File: src/rtl/ariane_pkg.sv
// Minimal slice of ariane_pkg: scoreboard transaction-id width shared by all functional units.
package ariane_pkg;
    localparam int unsigned NR_SB_ENTRIES = 8;
    localparam int unsigned TRANS_ID_BITS = $clog2(NR_SB_ENTRIES);
endpackage

File: src/rtl/riscv_pkg.sv
// Minimal slice of the core's riscv package: machine word width used by the PAU datapath.
package riscv;
    localparam int unsigned XLEN = 64;
    typedef logic [XLEN-1:0] xlen_t;
endpackage

File: src/rtl/pau_pkg.sv
// Shared types and default sizing for the posit arithmetic unit writeback path.
package pau_pkg;
    typedef struct packed {
        logic [ariane_pkg::TRANS_ID_BITS-1:0] trans_id;
        riscv::xlen_t                         result;
    } pau_wb_entry_t;

    localparam int unsigned PAU_WB_DEPTH   = 4;
    localparam int unsigned PAU_WB_RESERVE = 2;
endpackage

File: src/rtl/pau_wb_queue_if.sv
// PAU completion and writeback handshake bundle; the queue is the slave, the pipeline the master.
interface pau_wb_queue_if;
    logic                                 pau_valid_i;
    logic [ariane_pkg::TRANS_ID_BITS-1:0] pau_trans_id_i;
    riscv::xlen_t                         pau_result_i;
    logic                                 wb_valid_o;
    logic [ariane_pkg::TRANS_ID_BITS-1:0] wb_trans_id_o;
    riscv::xlen_t                         wb_result_o;
    logic                                 wb_ready_i;

    modport master (
        output pau_valid_i, pau_trans_id_i, pau_result_i, wb_ready_i,
        input  wb_valid_o, wb_trans_id_o, wb_result_o
    );

    modport slave (
        input  pau_valid_i, pau_trans_id_i, pau_result_i, wb_ready_i,
        output wb_valid_o, wb_trans_id_o, wb_result_o
    );
endinterface

File: src/rtl/pau_wb_queue_mem.sv
// Result storage for pau_wb_queue: DEPTH entries, one write port, asynchronous read, no data reset.
module pau_wb_mem
    import pau_pkg::*;
#(
    parameter int unsigned DEPTH = 4,
    parameter int unsigned AW    = $clog2(DEPTH)
) (
    input  logic          clk_i,
    input  logic          we_i,
    input  logic [AW-1:0] waddr_i,
    input  pau_wb_entry_t wdata_i,
    input  logic [AW-1:0] raddr_i,
    output pau_wb_entry_t rdata_o
);
    pau_wb_entry_t mem_q [DEPTH];

    for (genvar gi = 0; gi < DEPTH; gi++) begin : g_entry
        always_ff @(posedge clk_i) begin
            if (we_i && (waddr_i == AW'(gi))) begin
                mem_q[gi] <= wdata_i;
            end
        end
    end

    assign rdata_o = mem_q[raddr_i];
endmodule

File: src/rtl/pau_wb_queue.sv
// Writeback result queue behind the PAU; throttles PAU issue so no completion is lost.
// Define PAU_WB_BYPASS_EN to forward a completion straight to writeback when the queue is empty.
module pau_wb_queue
    import pau_pkg::*;
#(
    parameter int unsigned DEPTH   = PAU_WB_DEPTH,
    parameter int unsigned RESERVE = PAU_WB_RESERVE
) (
    input  logic           clk_i,
    input  logic           rst_ni,
    input  logic           flush_i,
    pau_wb_queue_if.slave  bus,
    output logic           issue_block_o,
    output logic           overflow_o
);
    localparam int unsigned AW = $clog2(DEPTH);
    localparam int unsigned CW = AW + 1;
    localparam logic [CW-1:0] FULL_CNT  = CW'(DEPTH);
    localparam logic [CW-1:0] BLOCK_CNT = CW'(DEPTH - RESERVE);

    logic [AW-1:0] wr_ptr_q, wr_ptr_d, rd_ptr_q, rd_ptr_d;
    logic [CW-1:0] count_q, count_d;
    logic          overflow_q, overflow_d;
    logic          stored_valid, bypass, push, pop, drop;
    pau_wb_entry_t wdata, head;

    assign stored_valid = (count_q != '0);

`ifdef PAU_WB_BYPASS_EN
    assign bypass = ~stored_valid & bus.pau_valid_i & ~flush_i;
`else
    assign bypass = 1'b0;
`endif

    // A bypassed result that writeback takes immediately never occupies an entry.
    assign pop  = stored_valid & bus.wb_ready_i & ~flush_i;
    assign push = bus.pau_valid_i & ~flush_i & ((count_q != FULL_CNT) | pop)
                & ~(bypass & bus.wb_ready_i);
    assign drop = bus.pau_valid_i & ~flush_i & (count_q == FULL_CNT) & ~pop;

    assign wdata.trans_id = bus.pau_trans_id_i;
    assign wdata.result   = bus.pau_result_i;

    pau_wb_mem #(.DEPTH(DEPTH)) i_mem (
        .clk_i   (clk_i),
        .we_i    (push),
        .waddr_i (wr_ptr_q),
        .wdata_i (wdata),
        .raddr_i (rd_ptr_q),
        .rdata_o (head)
    );

    always_comb begin
        wr_ptr_d   = wr_ptr_q;
        rd_ptr_d   = rd_ptr_q;
        count_d    = count_q;
        overflow_d = drop;
        if (flush_i) begin
            wr_ptr_d = '0;
            rd_ptr_d = '0;
            count_d  = '0;
        end else begin
            if (push) wr_ptr_d = wr_ptr_q + AW'(1);
            if (pop)  rd_ptr_d = rd_ptr_q + AW'(1);
            count_d = count_q + CW'(push) - CW'(pop);
        end
    end

    always_ff @(posedge clk_i or negedge rst_ni) begin
        if (!rst_ni) begin
            wr_ptr_q   <= '0;
            rd_ptr_q   <= '0;
            count_q    <= '0;
            overflow_q <= 1'b0;
        end else begin
            wr_ptr_q   <= wr_ptr_d;
            rd_ptr_q   <= rd_ptr_d;
            count_q    <= count_d;
            overflow_q <= overflow_d;
        end
    end

    always_comb begin
        bus.wb_valid_o    = stored_valid | bypass;
        bus.wb_trans_id_o = '0;
        bus.wb_result_o   = '0;
        if (stored_valid) begin
            bus.wb_trans_id_o = head.trans_id;
            bus.wb_result_o   = head.result;
        end else if (bypass) begin
            bus.wb_trans_id_o = bus.pau_trans_id_i;
            bus.wb_result_o   = bus.pau_result_i;
        end
    end

    assign issue_block_o = (count_q >= BLOCK_CNT);
    assign overflow_o    = overflow_q;
endmodule
File: src/flat_wrapper.sv
// flat-port wrapper written by rule: the top's interface ports become plain ports
module pau_wb_queue_flat import pau_pkg::*;
#(
    parameter int unsigned DEPTH   = PAU_WB_DEPTH,
    parameter int unsigned RESERVE = PAU_WB_RESERVE
)
  (clk_i, rst_ni, flush_i, issue_block_o, overflow_o, bus_pau_valid_i, bus_pau_trans_id_i, bus_pau_result_i, bus_wb_ready_i, bus_wb_valid_o, bus_wb_trans_id_o, bus_wb_result_o);
  pau_wb_queue_if bus_i ();
  input  logic clk_i;
  input  logic rst_ni;
  input  logic flush_i;
  output logic issue_block_o;
  output logic overflow_o;
  input wire logic [$bits(bus_i.pau_valid_i)-1:0] bus_pau_valid_i;
  input wire logic [$bits(bus_i.pau_trans_id_i)-1:0] bus_pau_trans_id_i;
  input wire logic [$bits(bus_i.pau_result_i)-1:0] bus_pau_result_i;
  input wire logic [$bits(bus_i.wb_ready_i)-1:0] bus_wb_ready_i;
  output wire logic [$bits(bus_i.wb_valid_o)-1:0] bus_wb_valid_o;
  output wire logic [$bits(bus_i.wb_trans_id_o)-1:0] bus_wb_trans_id_o;
  output wire logic [$bits(bus_i.wb_result_o)-1:0] bus_wb_result_o;
  assign bus_i.pau_valid_i = bus_pau_valid_i;
  assign bus_i.pau_trans_id_i = bus_pau_trans_id_i;
  assign bus_i.pau_result_i = bus_pau_result_i;
  assign bus_i.wb_ready_i = bus_wb_ready_i;
  assign bus_wb_valid_o = bus_i.wb_valid_o;
  assign bus_wb_trans_id_o = bus_i.wb_trans_id_o;
  assign bus_wb_result_o = bus_i.wb_result_o;
  pau_wb_queue #(.DEPTH(DEPTH), .RESERVE(RESERVE)) u_core (.clk_i(clk_i), .rst_ni(rst_ni), .flush_i(flush_i), .bus(bus_i), .issue_block_o(issue_block_o), .overflow_o(overflow_o));
endmodule
File: config.mk
export PLATFORM = sky130hd
export DESIGN_NAME = pau_wb_queue_flat
export DESIGN_NICKNAME = d
export VERILOG_FILES = /design/src/rtl/ariane_pkg.sv /design/src/rtl/riscv_pkg.sv /design/src/rtl/pau_pkg.sv /design/src/rtl/pau_wb_queue_if.sv /design/src/rtl/pau_wb_queue_mem.sv /design/src/rtl/pau_wb_queue.sv /design/src/flat_wrapper.sv
export SDC_FILE = /design/constraint.sdc
export NUM_CORES = 1
export LEC_CHECK = 0
export CAP_MARGIN = 15
export CORE_MARGIN = 1.5
export CORE_UTILIZATION = 40
export DETAILED_ROUTE_END_ITERATION = 16
export PLACE_DENSITY = 0.61
export SYNTH_ARGS = -nofsm -noshare
export SYNTH_HDL_FRONTEND = slang
export SYNTH_SLANG_ARGS = --single-unit
File: constraint.sdc
create_clock -name clk_i -period 6.6 [get_ports clk_i]
set_clock_uncertainty 0.1 [all_clocks]
set_input_delay 0.66 -clock clk_i [delete_from_list [all_inputs] [get_ports clk_i]]
set_output_delay 0.66 -clock clk_i [all_outputs]
set_load 0.005 [all_outputs]
==> summary.md, run 1 <==
The effective utilization at floorplan was 40.7%. The detailed router placed 5015 vias in this run. The number of max-slew violations in the final report is 0, and the setup slack after placement is 2.90 ns. Setup repair after global routing left no endpoint under its margin. The logs give 0 for the residual overflow from global routing and 2120 for the fill cell instance count of the final layout. The run gives 59 as the number of standard-cell rows in the floorplan. The ratio of final minimum period to clock period came out at 62.5%. The clock-pin slew reported for the worst setup and hold paths after clock tree synthesis was 0.06 ns. In the final design database the tool counted 706 nets.

The run gives 0 as the final number of hold-violating endpoints. The tools report the element type at the critical path end as an output pin. Counting every instance in the synthesized netlist gives 475. Measured against its own limit, the worst slew margin works out to 26.2%. TritonCTS built the clock tree. The die is 166 um wide. The final setup TNS was 0 ns.

Yosys mapped the design onto 26 distinct sky130hd cell types. Of all flip-flops after synthesis, the portion carrying an async set or reset was 2.90%. The run gives 0.674 as the final weighted congestion in routability-driven placement.

The worst reg-to-reg path cell count is 3, and the number of sinks on the clock net is 276. Clock tree synthesis inserted a total of 30 buffers. In this run the cell area measured after placement is 0.0123 mm^2.

Shortest period the worst path allows: 4.13 ns. The library cells used most frequently in the layout, excluding fill and tap cells, are 268 x sky130_fd_sc_hd__edfxtp_1, 141 x sky130_fd_sc_hd__clkdlybuf4s50_1, 67 x sky130_fd_sc_hd__mux4_2, 67 x sky130_fd_sc_hd__and2_1, 31 x sky130_fd_sc_hd__clkbuf_16. Detailed placement finished with a half-perimeter wire length of 11.2 mm.

The count of TritonRoute iterations in the first routing pass is 4. The flow ran to the end, and the final reports show no timing, DRC or antenna violations. Across all register-to-register paths, the minimum setup slack is 3.95 ns.

The average wire per standard cell was 20.6 um. The number of hold buffers added after CTS was 0. The tools report the kind of launch point of the worst setup path as a flop. Once the clock tree was built, the resizer swapped 0 gates to a different size. The die is 166 um tall.

In this run the worst path has a maximum fanout of 50. VDD sags by at most 0.152 mV. The core occupancy in the finished layout is 51.1%, and the count of flip-flops with a built-in enable after synthesis is 268.

The clock latency of the later-clocked register in the worst-skew pair was 0.53 ns; the number of DRC violations after detailed routing was 0. Once the clock tree was built, the setup fixing pass inserted 0 buffers. For the count of yosys warnings during synthesis, the log shows 0. The proportion of synthesized chip area in sequential cells came out at 77.7%. Initial antenna violation count: 2. Flip-flop cell with the highest count after synthesis: sky130_fd_sc_hd__edfxtp_1. The cell sitting at the root of the clock tree is a sky130_fd_sc_hd__clkbuf_16. The setup path with the least slack is of type flop to output pin. Max-cap violations in this run came to 0.

The first-pass GRT wire length was 31.6 mm; the leakage power total was 0.00424 uW. For the boundary pin count, the log shows 142. Wires add up to 20.3 mm.

The number of synthesized register bits was 276. From synthesis to final layout, the design area changed by 25.6%. The class of the most critical hold timing path is input port to asynchronous set/reset pin. A synthesized cell averages 22.3 um^2. At the pin with the least slew margin, the transition time is 1.11 ns. Summing every instance area after synthesis gives 0.0106 mm^2.

For this block, the initial DRC count from the detailed router was 299. Number of nets in the synthesized netlist: 555. The total power came out at 4830 uW. In this run the standard cell core region covers 0.0261 mm^2. The die covers 0.0275 mm^2. Reg-to-reg endpoint: u_core.i_mem.mem_q[0][3]. The maximum number of pins on one net before global-route repair came out at 69. For the data required time of the critical path, the log shows 5.84 ns.

Setup slack on the critical path of the routed design comes to 2.47 ns. The share of cells above drive strength 1 was 18.2%; the maximum clock frequency was 242 MHz. The run gives 5626 as the via count of the first global-routing pass.

The run gives 0 as the number of nets with antenna violations after detailed routing. The run gives 3.37 ns as the data arrival at the endpoint of the critical path. The startpoint of the most critical register-to-register path was u_core.count_q[2].

Setup violations remaining at the end of the flow were counted as 0. Global routing used 14.8% of the available tracks across all layers. The number of buffers added on ports came out at 141. Most common library cell in the layout ignoring fill and taps: sky130_fd_sc_hd__edfxtp_1. After routing the design area is 0.0133 mm^2. The tools report the number of H-tree levels as 1. For this design the ratio of total power to cell area is 362 mW/mm^2. The number of vias per cell is 5.08, and the maximum clock insertion buffer count is 3.
-- power by group --
part	total, uW	switching [uW]	internal, uW
sequential	2120	109	2010
clock	1640	631	1010
combinational	1070	391	680
total	4830	1130	3700
-- flip-flops by register name, indices dropped and copies added (netlist names) --
name,flops
u_core.count_q,3
u_core.rd_ptr_q,2
u_core.overflow_o,1
u_core.wr_ptr_q,2
u_core.i_mem.mem_q,268
-- per-stage QoR --
stage	std cells	hold WS (ns)
floorplan	475	0.264
global placement	929	0.481
detailed placement	929	0.506
CTS	985	0.309
global route	985	0.312
finish	987	0.318
-- Yosys cell counts (2+ instances only) --
master | n | area, um^2
sky130_fd_sc_hd__nor2_1 | 6 | 22.5
sky130_fd_sc_hd__xor2_1 | 2 | 17.5
sky130_fd_sc_hd__dfrtp_1 | 8 | 200
sky130_fd_sc_hd__buf_12 | 2 | 40.0
sky130_fd_sc_hd__mux4_2 | 67 | 1510
sky130_fd_sc_hd__inv_1 | 9 | 33.8
sky130_fd_sc_hd__edfxtp_1 | 268 | 8050
sky130_fd_sc_hd__clkbuf_1 | 12 | 45.0
sky130_fd_sc_hd__ha_1 | 7 | 87.6
sky130_fd_sc_hd__and2_1 | 71 | 444
sky130_fd_sc_hd__buf_2 | 8 | 40.0
-- layer usage --
metal | global-route usage [%] | share of wire (%) | vias to the layer above
met5 | 0 | 0 | -
met1 | 19.8 | 43 | 2624
met3 | 3.67 | 6.2 | 30
li1 | - | - | 2220
met2 | 24.7 | 49 | 141
met4 | 3.45 | 1.7 | 0
-- worst max-delay path by stage --
stage	startpoint	endpoint	slack (ns)	cells after the start
finish	u_core.rd_ptr_q[0]	bus_wb_result_o[15]	2.47	4
global route	u_core.rd_ptr_q[0]	bus_wb_result_o[30]	2.17	4
CTS	u_core.rd_ptr_q[0]	bus_wb_result_o[32]	2.32	4
detailed placement	u_core.rd_ptr_q[0]	bus_wb_result_o[32]	2.90	4
global placement	u_core.rd_ptr_q[0]	bus_wb_result_o[25]	2.89	4
floorplan	flush_i	u_core.i_mem.mem_q[0][0]	3.18	3
-- logic make-up (layout without fill, tap and decap cells) --
logic type,count (synthesis),after routing,synth area share [%]
compound gates,4,4,0.248
xor+xnor,3,3,0.248
fa+ha+maj,8,8,1.01
buf+inv,33,208,1.67
flops,276,276,77.7
mux,68,68,14.3
other cells,0,2,0
simple gates,83,83,4.76
-- cell type report --
type | count | area, um^2 | area share [%]
antenna | 2 | 5.00 | 0.0376
clock buffer | 38 | 802 | 6.02
clock inverter | 18 | 185 | 1.39
inverter | 9 | 33.8 | 0.253
multi-input combinational | 166 | 2200 | 16.5
sequential | 276 | 8260 | 61.9
tap | 335 | 419 | 3.14
timing repair buffer | 143 | 1430 | 10.7
-- worst max-delay path: stages (launching register included) --
cell and delay [ns]:
sky130_fd_sc_hd__dfrtp_4 1.10, sky130_fd_sc_hd__buf_4 0.52, sky130_fd_sc_hd__mux4_2 0.57, sky130_fd_sc_hd__and2_1 0.17, sky130_fd_sc_hd__clkdlybuf4s50_1 0.44
No activity file was read; power rests on OpenSTA's default activity.
==> inputs of run 2 (changes only) <==
PLACE_DENSITY = 0.63   (was 0.61)
clock period = 3.4 ns   (was 6.6 ns; I/O delays follow)
==> run 2 against run 1 <==
  * First-iteration DRC count grew 3.7%
  * Clock power grew 80%
  * Setup slack worse by 2.2 ns
  * Non-clock buffer count increased by 15
  * Design area increased by 0.82%
  * Count of clock-buffer cells in the layout shrank 1
  * Via count increased by 0.76%
  * Final cell count grew 0.91%
  * Die area unchanged
  * Core utilization grew 0.42 points
  * Global-route usage increased by 0.28 points
  * Highest routed layer unchanged
==> summary.md, run 2 (same netlist as run 1, synthesis figures left out) <==
The flow ran to the end, and the final reports show no timing, DRC or antenna violations. The logs give 0 ns for the final setup TNS and 0 for the number of max-slew violations in the final report. Traced cell by cell, the critical path runs through buf_12 -> mux4_2 -> and2_1 -> clkdlybuf4s50_1. The cell sitting at the root of the clock tree is a sky130_fd_sc_hd__clkbuf_16.

The number of setup violations in the final report is 0. Via count of the first global-routing pass: 5657. In the final design database the tool counted 719 nets.

The number of buffers added on ports is 141. The worst hold path belongs to the class input port to flop. OpenSTA, run right after detailed placement, puts the worst setup slack at 0.558 ns.

The width of the die works out to 166 um. The run gives 0 as the initial antenna violation count. The number of sinks on the clock net is 276, and the final-layout worst hold slack is 0.345 ns.

The worst setup path is launched from a flop. The count of TritonRoute iterations in the first routing pass is 4, and the final weighted congestion in routability-driven placement is 0.803. Clock-pin slew was measured on the worst setup and hold paths at 0.06 ns. Setup repair after global routing left no endpoint under its margin. Once detail routing completed, the nets flagged for antenna violations numbered 0. The register with the most flip-flops in the layout has 268 of them.

The worst register-to-register path has a depth of 4. Across all layers, the routed design uses 5053 vias. The worst stage delay on the critical path is 0.62 ns. The worst pin sits at a relative slew slack of 55.2%. Element type at the critical path end: an output pin. The initialized floorplan defines 59 standard-cell rows.

Reg-to-reg endpoint: u_core.i_mem.mem_q[2][46]. The slowest stage of the critical path belongs to the cell sky130_fd_sc_hd__dfrtp_4. Ranked by flip-flop count, first place goes to u_core.i_mem.mem_q. 142 I/O pins were placed.

The maximum number of pins on one net before global-route repair is 68. The shortest period the worst path allows was 3.15 ns; the core occupancy in the finished layout was 51.6%. The tools report the leakage power total as 0.00430 uW. Clock tree synthesis inserted a total of 28 buffers. In the layout the commonest cells are 268 x sky130_fd_sc_hd__edfxtp_1, 141 x sky130_fd_sc_hd__clkdlybuf4s50_1, 67 x sky130_fd_sc_hd__mux4_2, 67 x sky130_fd_sc_hd__and2_1, 29 x sky130_fd_sc_hd__clkbuf_16.

For the final number of hold-violating endpoints, the log shows 0. The timing endpoint of the critical path is bus_wb_result_o[3]. Total global routing track utilization: 15.1%. Global routing consumed, on the met3 layer, 2.69% of the routing resources. After detailed routing, the number of remaining DRC violations is 0. For the pin with the worst max-slew slack, the measured transition is 0.667 ns. In this run the vertical extent of the chip is 166 um. The library cell used most frequently in the layout, excluding fill and tap cells, is sky130_fd_sc_hd__edfxtp_1. The startpoint identified for the worst hold timing path is bus_pau_valid_i. After layout, the worst path uses 92.6% of the clock period. The floorplan step defined a core boundary enclosing 0.0261 mm^2.

The run gives 943 as the number of placed instances with taps included. For this configuration, the core starts out at a cell density of 40.7%. The first global-routing pass estimated 32.4 mm of wire. Setup slack on the worst reg-to-reg path comes out at 1.08 ns. Detailed placement finished with a half-perimeter wire length of 12.8 mm.

The global-route track usage on met1 is 20.6%, and the share of cells above drive strength 1 is 19.2%. The run gives 0 as the residual overflow from global routing. The tool flagged a number of max-cap violations equal to 0. The finished layout holds 996 standard cells, fillers aside. The area added between synthesis and finish is 26.6%, and the power density normalized to cell area is 687 mW/mm^2. Data arrives at the worst endpoint at 2.71 ns. The number of vias per cell works out to 5.07. For the number of H-tree levels, the log shows 1. After detailed routing, the total wire length is 20.6 mm. Start-to-end type of the worst setup path: flop to output pin. Dividing the detail-routed wire length by the instance count gives 20.7 um. The floorplan step defined a die boundary enclosing 0.0275 mm^2. The post-CTS setup buffer count came out at 0. The clock reaches the later pin of the worst-skew pair after 0.52 ns. In the post-route analysis, the smallest setup slack over all paths is 0.251 ns.

The global routing stage identified its most utilized layer as met2. The logs give 2.96 ns for the data required time of the critical path and 25.7% for the met2 demand-to-capacity share in global routing. Startpoint of the most critical register-to-register path: u_core.count_q[2]. The worst ir drop on vdd was 0.400 mV. TritonCTS built the clock tree. The first routing iteration left 310 violations. The most critical setup path has its startpoint at u_core.rd_ptr_q[0]. Derived from the worst setup path, the maximum achievable clock frequency is 318 MHz. The largest registers in the layout are u_core.i_mem.mem_q: 268 flops, u_core.count_q: 3 flops. The highest fanout seen on the critical path was 35; the maximum clock insertion buffer count was 3.
[run 2: cell types whose count changed in the layout (fill, tap and decap cells not counted), sizes merged]
cell	previous run	this run
clkbuf	38	37
clkinv	12	11
buf	2	16
bufinv	4	3
clkinvlp	2	0
diode	2	1
dlygate4sd3	0	1
[run 2: what timing repair did]
item / 4_1_cts / 5_1_grt
gates resized for setup: 0 / 0
endpoints found under the hold margin: 8 / 0
hold buffers: 1 / 0
[run 2: area by class of cell]
type,count,area [um^2]
timing repair buffer,158,1630
clock buffer,37,756
tap,335,419
inverter,9,33.8
multi-input combinational,166,2200
antenna,1,2.50
clock inverter,14,140
sequential,276,8260
fill,2058,12600
[run 2: worst min-delay path by stage]
stage / to / slack, ns / depth (start not counted)
final: u_core.overflow_o / 0.35 / 3
after global placement: u_core.wr_ptr_q[0] / 0.49 / 2
after global routing: u_core.overflow_o / 0.35 / 3
after detailed placement: u_core.wr_ptr_q[0] / 0.53 / 2
after CTS: u_core.overflow_o / 0.32 / 3
after floorplan: u_core.count_q[0] / -0.06 / 0
[run 2: critical path, delay by kind of cell (launching register included)]
family,cells,cell delay [ns]
DFF,1,0.62
and+or+nand+nor,1,0.20
buffers and inverters,2,0.80
muxes,1,0.55
[run 2: metal layers]
layer	routed length (um)	share of wire, %
met5	0	0
met3	1080	5.2
met2	10200	49
met1	9080	44
met4	273	1.3
[run 2: power by group]
part	switching [uW]	leakage, uW	total, uW	internal, uW
Sequential	88.2	0.00254	3980	3900
Combinational	918	0.00133	2290	1380
Clock	1180	0.000436	2960	1780
Total	2190	0.00430	9240	7050
[run 2: metrics by stage]
stage,total power (uW),instance area [um^2]
after floorplan,5210,10600
after global placement,6370,12500
after detailed placement,6390,12500
after CTS,9360,13400
after global routing,9660,13400
final,9240,13400
